## src/rtl/ldr_writeback_queue_if.sv

```systemverilog
// Bus between the memory stage / register file and the load writeback queue.
interface ldr_writeback_queue_if #(
  parameter int DATA_W = 32,
  parameter int DEPTH  = 4,
  parameter int REG_W  = 4
);
  localparam int CNT_W = $clog2(DEPTH + 1);

  logic              iss_valid;
  logic [6:0]        iss_opcode;
  logic [REG_W-1:0]  iss_rd;
  logic [1:0]        iss_size;
  logic [1:0]        iss_offs;
  logic              sel_stall;
  logic              branch_in;
  logic              rsp_valid;
  logic [DATA_W-1:0] rsp_data;
  logic              rsp_ready;
  logic              stall_out;
  logic [CNT_W-1:0]  outstanding;
  logic              w_en_ldr;
  logic [REG_W-1:0]  w_addr_ldr;
  logic [DATA_W-1:0] w_data_ldr;

  modport slave (
    input  iss_valid, iss_opcode, iss_rd, iss_size, iss_offs, sel_stall, branch_in,
    input  rsp_valid, rsp_data,
    output rsp_ready, stall_out, outstanding, w_en_ldr, w_addr_ldr, w_data_ldr
  );

  modport master (
    output iss_valid, iss_opcode, iss_rd, iss_size, iss_offs, sel_stall, branch_in,
    output rsp_valid, rsp_data,
    input  rsp_ready, stall_out, outstanding, w_en_ldr, w_addr_ldr, w_data_ldr
  );
endinterface

```

## src/rtl/ldr_writeback_queue.sv

```systemverilog
// Load writeback queue: tracks outstanding loads in issue order, pairs each
// memory response with its destination register, zero-extends sub-word data
// and issues a registered register-file write. Branches squash held entries
// but keep them queued so late responses stay aligned.
module ldr_writeback_queue #(
  parameter int DATA_W = 32,
  parameter int DEPTH  = 4,
  parameter int REG_W  = 4
) (
  input  logic clk,
  input  logic rst_n,   // active-high asynchronous reset
  ldr_writeback_queue_if.slave bus
);
  localparam int PTR_W = $clog2(DEPTH);
  localparam int CNT_W = $clog2(DEPTH + 1);
  localparam logic [CNT_W-1:0] FULL = CNT_W'(DEPTH);

  logic [PTR_W-1:0]            head_q, head_d, tail_q, tail_d;
  logic [CNT_W-1:0]            count_q, count_d;
  logic [DEPTH-1:0][REG_W-1:0] rd_q, rd_d;
  logic [DEPTH-1:0][1:0]       size_q, size_d;
  logic [DEPTH-1:0][1:0]       offs_q, offs_d;
  logic [DEPTH-1:0]            live_q, live_d;
  logic                        w_en_q, w_en_d;
  logic [REG_W-1:0]            w_addr_q, w_addr_d;
  logic [DATA_W-1:0]           w_data_q, w_data_d;

  logic              is_load, full, empty, push, pop;
  logic [1:0]        hd_size, hd_offs;
  logic [DATA_W-1:0] ext_data;

  // Issue/response qualification; a full queue blocks push even when popping.
  always_comb begin
    is_load = (bus.iss_opcode[6:4] == 3'b110) || (bus.iss_opcode[6:3] == 4'b1000);
    full    = (count_q == FULL);
    empty   = (count_q == '0);
    push    = bus.iss_valid & is_load & ~bus.sel_stall & ~bus.branch_in & ~full;
    pop     = bus.rsp_valid & ~empty;
  end

  // Extract and zero-extend the response according to the head entry.
  always_comb begin
    hd_size  = size_q[head_q];
    hd_offs  = offs_q[head_q];
    ext_data = '0;
    case (hd_size)
      2'b01:   ext_data[15:0] = bus.rsp_data[{hd_offs[1], 4'b0000} +: 16];
      2'b10:   ext_data[7:0]  = bus.rsp_data[{hd_offs, 3'b000} +: 8];
      default: ext_data       = bus.rsp_data;
    endcase
  end

  // Next-state for queue pointers, entries and the writeback register.
  always_comb begin
    head_d   = head_q;
    tail_d   = tail_q;
    count_d  = count_q;
    rd_d     = rd_q;
    size_d   = size_q;
    offs_d   = offs_q;
    live_d   = live_q;
    w_en_d   = 1'b0;
    w_addr_d = w_addr_q;
    w_data_d = w_data_q;

    if (pop) begin
      // A branch in the same cycle kills the popped entry's write too.
      if (live_q[head_q] && !bus.branch_in) begin
        w_en_d   = 1'b1;
        w_addr_d = rd_q[head_q];
        w_data_d = ext_data;
      end
      live_d[head_q] = 1'b0;
      head_d         = head_q + 1'b1;
    end

    if (bus.branch_in) live_d = '0;

    // push already excludes branch cycles, so the new entry is always live.
    if (push) begin
      rd_d[tail_q]   = bus.iss_rd;
      size_d[tail_q] = bus.iss_size;
      offs_d[tail_q] = bus.iss_offs;
      live_d[tail_q] = 1'b1;
      tail_d         = tail_q + 1'b1;
    end

    case ({push, pop})
      2'b10:   count_d = count_q + CNT_W'(1);
      2'b01:   count_d = count_q - CNT_W'(1);
      default: count_d = count_q;
    endcase
  end

  // State registers with asynchronous active-high reset.
  always_ff @(posedge clk or posedge rst_n) begin
    if (rst_n) begin
      head_q   <= '0;
      tail_q   <= '0;
      count_q  <= '0;
      rd_q     <= '0;
      size_q   <= '0;
      offs_q   <= '0;
      live_q   <= '0;
      w_en_q   <= 1'b0;
      w_addr_q <= '0;
      w_data_q <= '0;
    end else begin
      head_q   <= head_d;
      tail_q   <= tail_d;
      count_q  <= count_d;
      rd_q     <= rd_d;
      size_q   <= size_d;
      offs_q   <= offs_d;
      live_q   <= live_d;
      w_en_q   <= w_en_d;
      w_addr_q <= w_addr_d;
      w_data_q <= w_data_d;
    end
  end

  assign bus.rsp_ready   = ~empty;
  assign bus.stall_out   = bus.iss_valid & is_load & full;
  assign bus.outstanding = count_q;
  assign bus.w_en_ldr    = w_en_q;
  assign bus.w_addr_ldr  = w_addr_q;
  assign bus.w_data_ldr  = w_data_q;
endmodule
```

## src/flat_wrapper.sv

```systemverilog
// flat-port wrapper written by rule: the top's interface ports become plain ports
module ldr_writeback_queue_flat 
#(
  parameter int DATA_W = 32,
  parameter int DEPTH  = 4,
  parameter int REG_W  = 4
)
  (clk, rst_n, bus_iss_valid, bus_iss_opcode, bus_iss_rd, bus_iss_size, bus_iss_offs, bus_sel_stall, bus_branch_in, bus_rsp_valid, bus_rsp_data, bus_rsp_ready, bus_stall_out, bus_outstanding, bus_w_en_ldr, bus_w_addr_ldr, bus_w_data_ldr);
  ldr_writeback_queue_if #(.DATA_W(DATA_W), .DEPTH(DEPTH), .REG_W(REG_W)) bus_i ();
  input  logic clk;
  input  logic rst_n;
  input wire logic [$bits(bus_i.iss_valid)-1:0] bus_iss_valid;
  input wire logic [$bits(bus_i.iss_opcode)-1:0] bus_iss_opcode;
  input wire logic [$bits(bus_i.iss_rd)-1:0] bus_iss_rd;
  input wire logic [$bits(bus_i.iss_size)-1:0] bus_iss_size;
  input wire logic [$bits(bus_i.iss_offs)-1:0] bus_iss_offs;
  input wire logic [$bits(bus_i.sel_stall)-1:0] bus_sel_stall;
  input wire logic [$bits(bus_i.branch_in)-1:0] bus_branch_in;
  input wire logic [$bits(bus_i.rsp_valid)-1:0] bus_rsp_valid;
  input wire logic [$bits(bus_i.rsp_data)-1:0] bus_rsp_data;
  output wire logic [$bits(bus_i.rsp_ready)-1:0] bus_rsp_ready;
  output wire logic [$bits(bus_i.stall_out)-1:0] bus_stall_out;
  output wire logic [$bits(bus_i.outstanding)-1:0] bus_outstanding;
  output wire logic [$bits(bus_i.w_en_ldr)-1:0] bus_w_en_ldr;
  output wire logic [$bits(bus_i.w_addr_ldr)-1:0] bus_w_addr_ldr;
  output wire logic [$bits(bus_i.w_data_ldr)-1:0] bus_w_data_ldr;
  assign bus_i.iss_valid = bus_iss_valid;
  assign bus_i.iss_opcode = bus_iss_opcode;
  assign bus_i.iss_rd = bus_iss_rd;
  assign bus_i.iss_size = bus_iss_size;
  assign bus_i.iss_offs = bus_iss_offs;
  assign bus_i.sel_stall = bus_sel_stall;
  assign bus_i.branch_in = bus_branch_in;
  assign bus_i.rsp_valid = bus_rsp_valid;
  assign bus_i.rsp_data = bus_rsp_data;
  assign bus_rsp_ready = bus_i.rsp_ready;
  assign bus_stall_out = bus_i.stall_out;
  assign bus_outstanding = bus_i.outstanding;
  assign bus_w_en_ldr = bus_i.w_en_ldr;
  assign bus_w_addr_ldr = bus_i.w_addr_ldr;
  assign bus_w_data_ldr = bus_i.w_data_ldr;
  ldr_writeback_queue #(.DATA_W(DATA_W), .DEPTH(DEPTH), .REG_W(REG_W)) u_core (.clk(clk), .rst_n(rst_n), .bus(bus_i));
endmodule
```

## config.mk

```make
export PLATFORM = sky130hd
export DESIGN_NAME = ldr_writeback_queue_flat
export DESIGN_NICKNAME = d
export VERILOG_FILES = /design/src/rtl/ldr_writeback_queue_if.sv /design/src/rtl/ldr_writeback_queue.sv /design/src/flat_wrapper.sv
export SDC_FILE = /design/constraint.sdc
export NUM_CORES = 1
export LEC_CHECK = 0
export BUFFER_PORTS_ARGS = -buffer_cell sky130_fd_sc_hd__buf_4
export CORE_ASPECT_RATIO = 1.5
export CORE_MARGIN = 2
export CORE_UTILIZATION = 30
export CTS_BUF_LIST = sky130_fd_sc_hd__clkbuf_4
export CTS_CLUSTER_SIZE = 30
export DETAILED_ROUTE_END_ITERATION = 10
export PLACE_DENSITY_LB_ADDON = 0.25
export SYNTH_ARGS = -nofsm -noshare
export SYNTH_HDL_FRONTEND = slang
export SYNTH_SLANG_ARGS = --single-unit
```

## constraint.sdc

```tcl
create_clock -name clk -period 3.4 [get_ports clk]
set_input_delay 0.68 -clock clk [delete_from_list [all_inputs] [get_ports clk]]
set_output_delay 0.68 -clock clk [all_outputs]
set_load 0.02 [all_outputs]
```

## Word-level counts from Yosys, hierarchy flattened

Index checks and enable logic that the tools add are counted.

| storage, ports and cells | value |
|---|---|
| output and inout port bits | 42 |
| bits in registers | 80 |
| input bits | 53 |

| operators by class | value |
|---|---|
| mux-type cells | 28 |
| add/subtract/negate cells | 4 |
| equality and inequality tests | 7 |
| order comparisons | 4 |
| bitwise gates (word level) | 13 |
| shift-type cells | 2 |
| reduce and logical (&&, ||, !) cells | 9 |

Operators by type and width:

| cell | count |
|---|---|
| 8-bit case mux with 2 select lines | 2 |
| 32-bit by 6-bit indexed part select with 16-bit output | 1 |
| 32-bit by 6-bit indexed part select with 8-bit output | 1 |
| 4-bit two-way mux | 5 |
| 16-bit bitwise mux | 1 |
| 8-bit bitwise mux | 2 |
| 16-bit two-way mux | 1 |
| 2-bit binary-select mux with 2-bit select | 2 |
| 4-bit binary-select mux with 2-bit select | 1 |
| 4-bit demux with 2-bit select | 1 |
| 1-bit AND | 6 |
| 3-bit == test (second input constant) | 2 |
| 2-bit by 3-bit less-than comparator with 1-bit output (second input constant) | 2 |
| 2-bit two-way mux | 3 |
| 3-bit case mux with 2 select lines | 1 |
| 1-bit two-way mux | 5 |
| 2-bit by 1-bit adder with 2-bit output (second input constant) | 2 |
| 4-bit AND | 1 |
| 1-bit demux with 2-bit select | 2 |
| 2-bit demux with 2-bit select | 1 |
| 2-bit by 1-bit == test with 1-bit output (second input constant) | 2 |
| 2-bit == test (second input constant) | 2 |
| 4-bit == test (second input constant) | 1 |
| 2-bit by 1-bit >= comparator with 1-bit output (second input constant) | 2 |
| other kinds (13) | 18 |

## Depth between registers and ports, before layout

Gate-level depths: netlist of the first run.

| logic depth | value |
|---|---|
| word-level depth | 10 |
| mapped depth | 10 |
| depth with buffers taken out | 9 |

## Least setup slack after synthesis of the first run

No wires, ideal clock.

| path | value |
|---|---|
| path type | register -> register |
| start point | register u_core.head_q[0] |
| end point | register u_core.w_data_q[8], in the netlist u_core.bus.w_data_ldr[8] |
| data required time | 3273 ps |
| period minus slack after synthesis | 2448 ps |
| setup slack | 952 ps |
| arrival time | 2320 ps |
| stages on the path, launching flop included | 9 |
| cell sequence | dfrtp_1 buf_6 mux4_1 ha_1 clkbuf_1 clkbuf_1 inv_1 a41oi_1 a2bb2oi_1 |

| between the ends | value |
|---|---|
| longest elaborated chain between the ends | 4 |
| elaborated cells between the ends (all ways) | 12 |

RTL lines:

| item | RTL line | RTL |
|---|---|---|
| start, declared | ldr_writeback_queue.sv:18 | `logic [PTR_W-1:0] head_q, head_d, tail_q, tail_d;` |
| start signal, assigned | ldr_writeback_queue.sv:98 | `head_q <= '0;` |
| start signal, assigned | ldr_writeback_queue.sv:109 | `head_q <= head_d;` |
| 2-bit binary-select mux with 2-bit select (tied with other cells) | ldr_writeback_queue.sv:44 | `hd_offs = offs_q[head_q];` |
| 2-bit two-way mux (implied by the code) (tied with other cells) | ldr_writeback_queue.sv:44 |  |
| 32-bit by 6-bit indexed part select with 16-bit output (tied with other cells) | ldr_writeback_queue.sv:47 | `2'b01: ext_data[15:0] = bus.rsp_data[{hd_offs[1], 4'b0000} +: 16];` |
| 8-bit case mux with 2 select lines / 2-bit AND reduction (equally long branches) | n/a |  |
| end signal, assigned | ldr_writeback_queue.sv:118 | `w_data_q <= w_data_d;` |
| end, declared | ldr_writeback_queue.sv:26 | `logic [DATA_W-1:0] w_data_q, w_data_d;` |

Parallel ways exist; a longest one is shown, timed or not. The select of a mux whose other input is x is not followed.
A chain may end at the register's enable or synchronous reset.

## Worst setup path after layout of the first run

| path | value |
|---|---|
| start point | register u_core.head_q[0] |
| end point | register u_core.w_data_q[3], in the netlist u_core.bus.w_data_ldr[3] |

| between the ends | value |
|---|---|
| longest elaborated chain between the ends | 4 |
| elaborated cells between the ends (all ways) | 13 |

RTL lines:

| item | RTL line | RTL |
|---|---|---|
| 2-bit binary-select mux with 2-bit select (tied with other cells) | ldr_writeback_queue.sv:44 |  |
| 2-bit two-way mux (implied by the code) (tied with other cells) | ldr_writeback_queue.sv:44 |  |
| 32-bit by 6-bit indexed part select with 8-bit output (tied with other cells) | ldr_writeback_queue.sv:48 | `2'b10: ext_data[7:0] = bus.rsp_data[{hd_offs, 3'b000} +: 8];` |
| 8-bit case mux with 2 select lines / 2-bit AND reduction (equally long branches) | n/a |  |

Parallel ways exist; a longest one is shown, timed or not. The select of a mux whose other input is x is not followed.

==> run metrics, run 1 <==
final worst-path cycle share=0.7613; maximum vdd drop=between 300 and 400 uV; number of distinct library cells after synthesis=30; average wire per standard cell=16.06 um; Overflow after GRT=0; placeable core region=0.01302 mm2; setup TNS=0 ns; worst slew pin tran=a little over 0.7 ns; n_diodes=0; fin nets=between 500 and 600; Post-Syn Instances=approximately 350; Yosys warnings=0; DP Cell Count=slightly below 600; H-tree levels=3; Vias/cell=slightly below 5; gr usage total=0.1356; outcome=finished clean; unrepaired setup endpoints after global routing=false; Critical Path Start Type=flip-flop; Area Overhead vs Synth=24.84%; CTS tree=done; Num CTS Buffers=9; Synth area leader=dfrtp_1; GRT busiest layer=met2; M1 GR Usage=0.1615; final worst slack=0.8115 ns; Final setup viols=0; via count=between 2000 and 3000; syn nets=approximately 400; post-CTS setup buffers=0; PwrDens=between 700 and 800 mW/mm2; number of global-route vias before repair=between 2000 and 3000; clock latency on the worst-skew pair=about 0.45 ns; CTS Sinks=80; critical path data arrival time=between 2 and 3 ns; root buf cell=clkbuf_4; Resize count post-CTS=0; cell area after layout=~0.005 mm2; slack of the worst reg-to-reg path=0.81 ns; maxcap violations=0; Setup WS pre-CTS=roughly 0.8 ns; # port buffers=91; worst path required time=about 3.7 ns; Setup crit end kind=flip-flop; Worst-path clk slew=around 0.15 ns; initial antenna violation count=0; synth top area cells=dfrtp_1, mux2_2, nand2_1; final WL=between 9 and 10 mm; routability congestion estimate=about 0.75; largest net degree at the start of global routing=70; Die H=approximately 150 um; Pleak=2.501 nW; fin crit period=2.589 ns; worst hold path type=input pin to asynchronous set/reset pin; FF+latch count, synth=80; CP Class=flip-flop to flip-flop; Die ar.=between 0.01 and 0.015 mm2; Cell Area, Synth=0.004005 mm2; dpl cell area=0.004851 mm2; Rows=~50; CP startpoint=u_core.head_q[0]; Setup Skew=between 0.01 and 0.015 ns; Initial DRC Count=around 90; Reg-to-Reg Start=u_core.head_q[0]; first-pass GRT wire length=between 15 and 20 mm; Initial Util=0.3077; Slew headroom=0.5261; Clock Path Buffers=2; Pre-Repair DR Iteration Count=4; global routing met3 resource utilization=0.03362; share of layout cells above drive strength 1=0.3665; Top Ports=95; CTS Hold Bufs=0; DRC Markers=0; GR Layer Usage met2=0.2333; Pins Over Slew Limit=0; CP max FO=25; top-area cell type share of the netlist area=0.4998; Layout Utilization=0.3841; fmax=0.3863 GHz; register area share after synthesis=0.4998; dpl hpwl=roughly 6.9 mm; Final Hold Viols=0; Die X-Extent=approximately 98 um; mean area per synthesized cell=11.58 um2; Layout Cells excl Fill=approximately 600; Final ANT Viol Nets=0
[power breakdown]
group | switching [W] | internal [W]
clock network | 0.000372 | 0.000231
logic | 0.000824 | 0.000719
registers | 0.000168 | 0.00120
[synthesized netlist by cell type]
library cell	n
ha_1	11
o21ai_0	26
a2bb2oi_1	1
a221o_1	8
buf_6	3
xor2_1	2
mux4_1	6
nand2b_1	2
fa_1	1
mux4_2	3
clkbuf_1	11
buf_2	4
nor3b_1	1
a22oi_1	7
o21a_1	1
xnor2_1	3
a41oi_1	1
or3_1	1
inv_1	15
dfrtp_1	80
o31a_1	1
mux2_2	43
nor4bb_1	1
nand3b_1	6
mux2i_1	17
nand2_1	62
nor2b_1	8
o22ai_1	8
buf_8	1
nor2_1	12
[cell families after synthesis]
family	share of synthesized area
AO/OA/AOI/OAI	0.08654
buffers and inverters	0.04155
flip-flops	0.4998
AND/OR/NAND/NOR	0.1022
adder cells (fa/ha/maj)	0.03936
XOR/XNOR	0.01094
multiplexers	0.2196
[worst max-delay path, cell delays in order (launching register included)]
cell and delay [ns]:
dfrtp_1 0.47, buf_4 0.24, mux4_2 0.85, mux2i_1 0.45, o22ai_1 0.13, a221o_1 0.33
[stage by stage]
step	power, W	hold WS, ns
floorplan	0.002454	0.4704
global placement	0.002910	0.4631
detailed placement	0.002953	0.4738
CTS	0.003564	0.2951
global route	0.003756	0.3111
finish	0.003511	0.2880
[state kept, by name (all words and copies together), names as in the netlist]
| signal | flops |
|---|---|
| u_core.offs_q | 8 |
| u_core.live_q | 4 |
| u_core.bus.w_en_ldr | 1 |
| u_core.bus.w_data_ldr | 32 |
| u_core.tail_q | 2 |
| u_core.bus.w_addr_ldr | 4 |
| u_core.head_q | 2 |
| u_core.size_q | 8 |
| u_core.bus.outstanding | 3 |
| u_core.rd_q | 16 |
[path summary, 6_finish.rpt]
kind,depth (start not counted),to
max in group asynchronous,3,u_core.head_q[1]
min reg2reg,2,u_core.bus.w_data_ldr[28]
min,2,u_core.bus.w_data_ldr[16]
min in group clk,2,u_core.offs_q[0]
max reg2reg,5,u_core.bus.w_data_ldr[3]
max,5,u_core.bus.w_data_ldr[3]
[placed cells by master (no fill, tap or decap), drive strengths merged, types with 2 or more instances in the layout]
| cell type | Yosys | routed |
|---|---|---|
| xor2 | 2 | 2 |
| ha | 11 | 11 |
| nor2b | 8 | 8 |
| clkinv | 0 | 5 |
| inv | 15 | 15 |
| xnor2 | 3 | 3 |
| dfrtp | 80 | 80 |
| nand2 | 62 | 62 |
| a221o | 8 | 8 |
| mux4 | 9 | 9 |
| mux2 | 43 | 43 |
| o22ai | 8 | 8 |
| clkbuf | 11 | 9 |
| a22oi | 7 | 7 |
| nor2 | 12 | 12 |
| nand2b | 2 | 2 |
| buf | 8 | 99 |
| nand3b | 6 | 6 |
| o21ai | 26 | 26 |
| mux2i | 17 | 17 |
[cell type report]
cell class / count / area, um2
inverter: 15 / 57.56
clock inverter: 7 / 81.33
clock buffer: 9 / 67.56
multi-input combinational: 232 / 1837
sequential: 80 / 2002
fill: 1302 / 8018
timing repair buffer: 99 / 755.7
tap: 159 / 198.9
[routing by layer]
layer,vias up,wire length (um)
li1,1405,-
met1,1463,4052
met2,84,4891
met3,12,498
met4,0,212
met5,-,0
Power figures use the tool's default switching activity.
==> inputs of run 2 (changes only) <==
clock period = 2.3 ns   (was 3.4 ns; I/O delays follow)
==> run 2 against run 1 <==
Against the previous run: final cell count rose by 2.2%; die area did not move; clock power rose by 66%; largest power group unchanged; largest cell class unchanged.
==> run metrics, run 2 (synthesis gave the netlist of run 1 again) <==
Resize count post-CTS=5 (was 0); Critical Path Start Type=flip-flop (unchanged); first-pass GRT wire length=16.59 mm (was 15.40 mm); maximum vdd drop=389.3 uV (was 315.9 uV); CTS tree=done (unchanged); Cell Chain, Critical Path=buf_4 > mux4_2 > buf_12 > buf_12 > mux2i_1 > o22ai_1 > a221o_1 (was buf_4 > mux4_2 > mux2i_1 > o22ai_1 > a221o_1); largest net degree at the start of global routing=81 (was 70); Rows=51 (unchanged); Setup Skew=0.01662 ns (was 0.01437 ns); Top Ports=95 (unchanged); kind of cell adding the most delay to the critical path=multiplexers (unchanged); Die H=145.5 um (unchanged); # port buffers=91 (unchanged); routability congestion estimate=0.7436 (was 0.7522); critical path data arrival time=2.53 ns (was 2.93 ns); DRC Markers=0 (unchanged); average wire per standard cell=16.36 um (was 16.06 um); number of global-route vias before repair=3211 (was 2999); root buf cell=clkbuf_4 (unchanged); n_diodes=0 (unchanged); fin nets=515 (was 502); dpl hpwl=7.205 mm (was 6.938 mm); Pre-Repair DR Iteration Count=4 (unchanged); CTS Hold Bufs=0 (unchanged); Die ar.=0.01431 mm2 (unchanged); most common cell after layout, fill and taps aside=buf_4 (unchanged); gr usage total=0.1473 (was 0.1356); Pleak=2.587 nW (was 2.501 nW); fin crit period=2.199 ns (was 2.589 ns); CTS Sinks=80 (unchanged); Final ANT Viol Nets=0 (unchanged); Vias/cell=4.852 (was 4.932); final worst slack=0.1007 ns (was 0.8115 ns); Setup crit end kind=flip-flop (unchanged); CP bufs+invs=3 (was 1); via count=2979 (was 2964); Pins Over Slew Limit=0 (unchanged); worst path required time=2.63 ns (was 3.74 ns); Clock Path Buffers=2 (unchanged); Final Hold Viols=0 (unchanged); share of layout cells above drive strength 1=0.3978 (was 0.3665); Initial DRC Count=74 (was 89); post-CTS setup buffers=0 (unchanged); CP max FO=14 (was 25); WHS=0.1063 ns (was 0.2880 ns); worst hold path type=input pin to asynchronous set/reset pin (unchanged); max reg flops=32 (unchanged); Worst path max stage delay=0.54 ns (was 0.85 ns); most frequent cells in the layout=buf_4, dfrtp_1, nand2_1 (unchanged); Slew headroom=0.6630 (was 0.5261); unrepaired setup endpoints after global routing=true (was false); Num CTS Buffers=9 (unchanged); final worst-path cycle share=0.9562 (was 0.7613); worst slew pin tran=0.5043 ns (was 0.7109 ns); Setup WS pre-CTS=-0.06416 ns (was 0.8000 ns); Initial Util=0.3077 (unchanged); Final setup viols=0 (unchanged); PwrDens=1080 mW/mm2 (was 702.2 mW/mm2); CP Class=flip-flop to flip-flop (unchanged); Area Overhead vs Synth=30.05% (was 24.84%); Overflow after GRT=0 (unchanged); H-tree levels=3 (unchanged); CP max-delay cell=mux4_2 (unchanged); fmax=0.4547 GHz (was 0.3863 GHz); outcome=finished clean (unchanged); maxcap violations=0 (unchanged); Die X-Extent=98.34 um (unchanged); CP most frequent cell=buf_12; final WL=10.05 mm (was 9.654 mm); Worst-path clk slew=0.14 ns (was 0.15 ns); clock latency on the worst-skew pair=0.45 ns (about the same); placeable core region=0.01302 mm2 (unchanged); initial antenna violation count=0 (unchanged)
==> run 2: worst reg2reg max path, delay by kind of cell (launching register included) <==
family	cells	cell delay (ns)
mux	2	0.70
buf+inv	3	0.52
flops	1	0.44
compound gates	2	0.44
==> run 2: report_power, final <==
| group | total, W | switching, W | leakage [nW] | internal, W |
|---|---|---|---|---|
| sequential | 0.00202 | 0.000253 | 1.08 | 0.00177 |
| combinational | 0.00260 | 0.00129 | 1.42 | 0.00130 |
| clock | 0.00100 | 0.000548 | 0.0909 | 0.000456 |
| total | 0.00563 | 0.00209 | 2.59 | 0.00353 |
==> run 2: metal layers <==
layer,global-route usage,vias to the layer above,part of all wire
met3,0.03122,13,0.045
met4,0.04795,0,0.017
met1,0.1655,1464,0.39
met2,0.2731,79,0.54
met5,0,-,0
li1,-,1423,-
==> run 2: stage by stage <==
step,total power (W),area [um2],utilization,cells,TNS [ns]
3_5_place_dp,0.004627,5001,0.3842,598,-0.2031
3_3_place_gp,0.004556,5001,0.3842,598,-0.1357
4_1_cts,0.005698,5191,0.3988,614,0
5_1_grt,0.006065,5209,0.4001,614,-0.04154
2_1_floorplan,0.003638,4011,-,346,0
6_report,0.005627,5209,0.4001,614,0
==> run 2: cell type report <==
| type | instances | area (um2) |
|---|---|---|
| Sequential cell | 80 | 2003 |
| Clock buffer | 9 | 67.56 |
| Tap cell | 159 | 198.9 |
| Clock inverter | 7 | 101.3 |
| Timing Repair Buffer | 112 | 903.4 |
| Multi-Input combinational cell | 232 | 1874 |
| Fill cell | 1300 | 7809 |
| Inverter | 15 | 60.06 |
==> run 2: path summary, 6_finish.rpt <==
kind / slack [ns] / endpoint / cells after the start / start
max: 0.10 / u_core.bus.w_data_ldr[4] / 7 / u_core.head_q[0]
min: 0.11 / u_core.bus.w_data_ldr[4] / 3 / rst_n
max reg2reg: 0.10 / u_core.bus.w_data_ldr[4] / 7 / u_core.head_q[0]
min reg2reg: 0.50 / u_core.bus.w_data_ldr[28] / 2 / u_core.bus.w_data_ldr[28]
max in group asynchronous: 1.85 / u_core.bus.w_addr_ldr[3] / 3 / rst_n
min in group clk: 0.25 / u_core.rd_q[14] / 2 / bus_iss_rd[2]
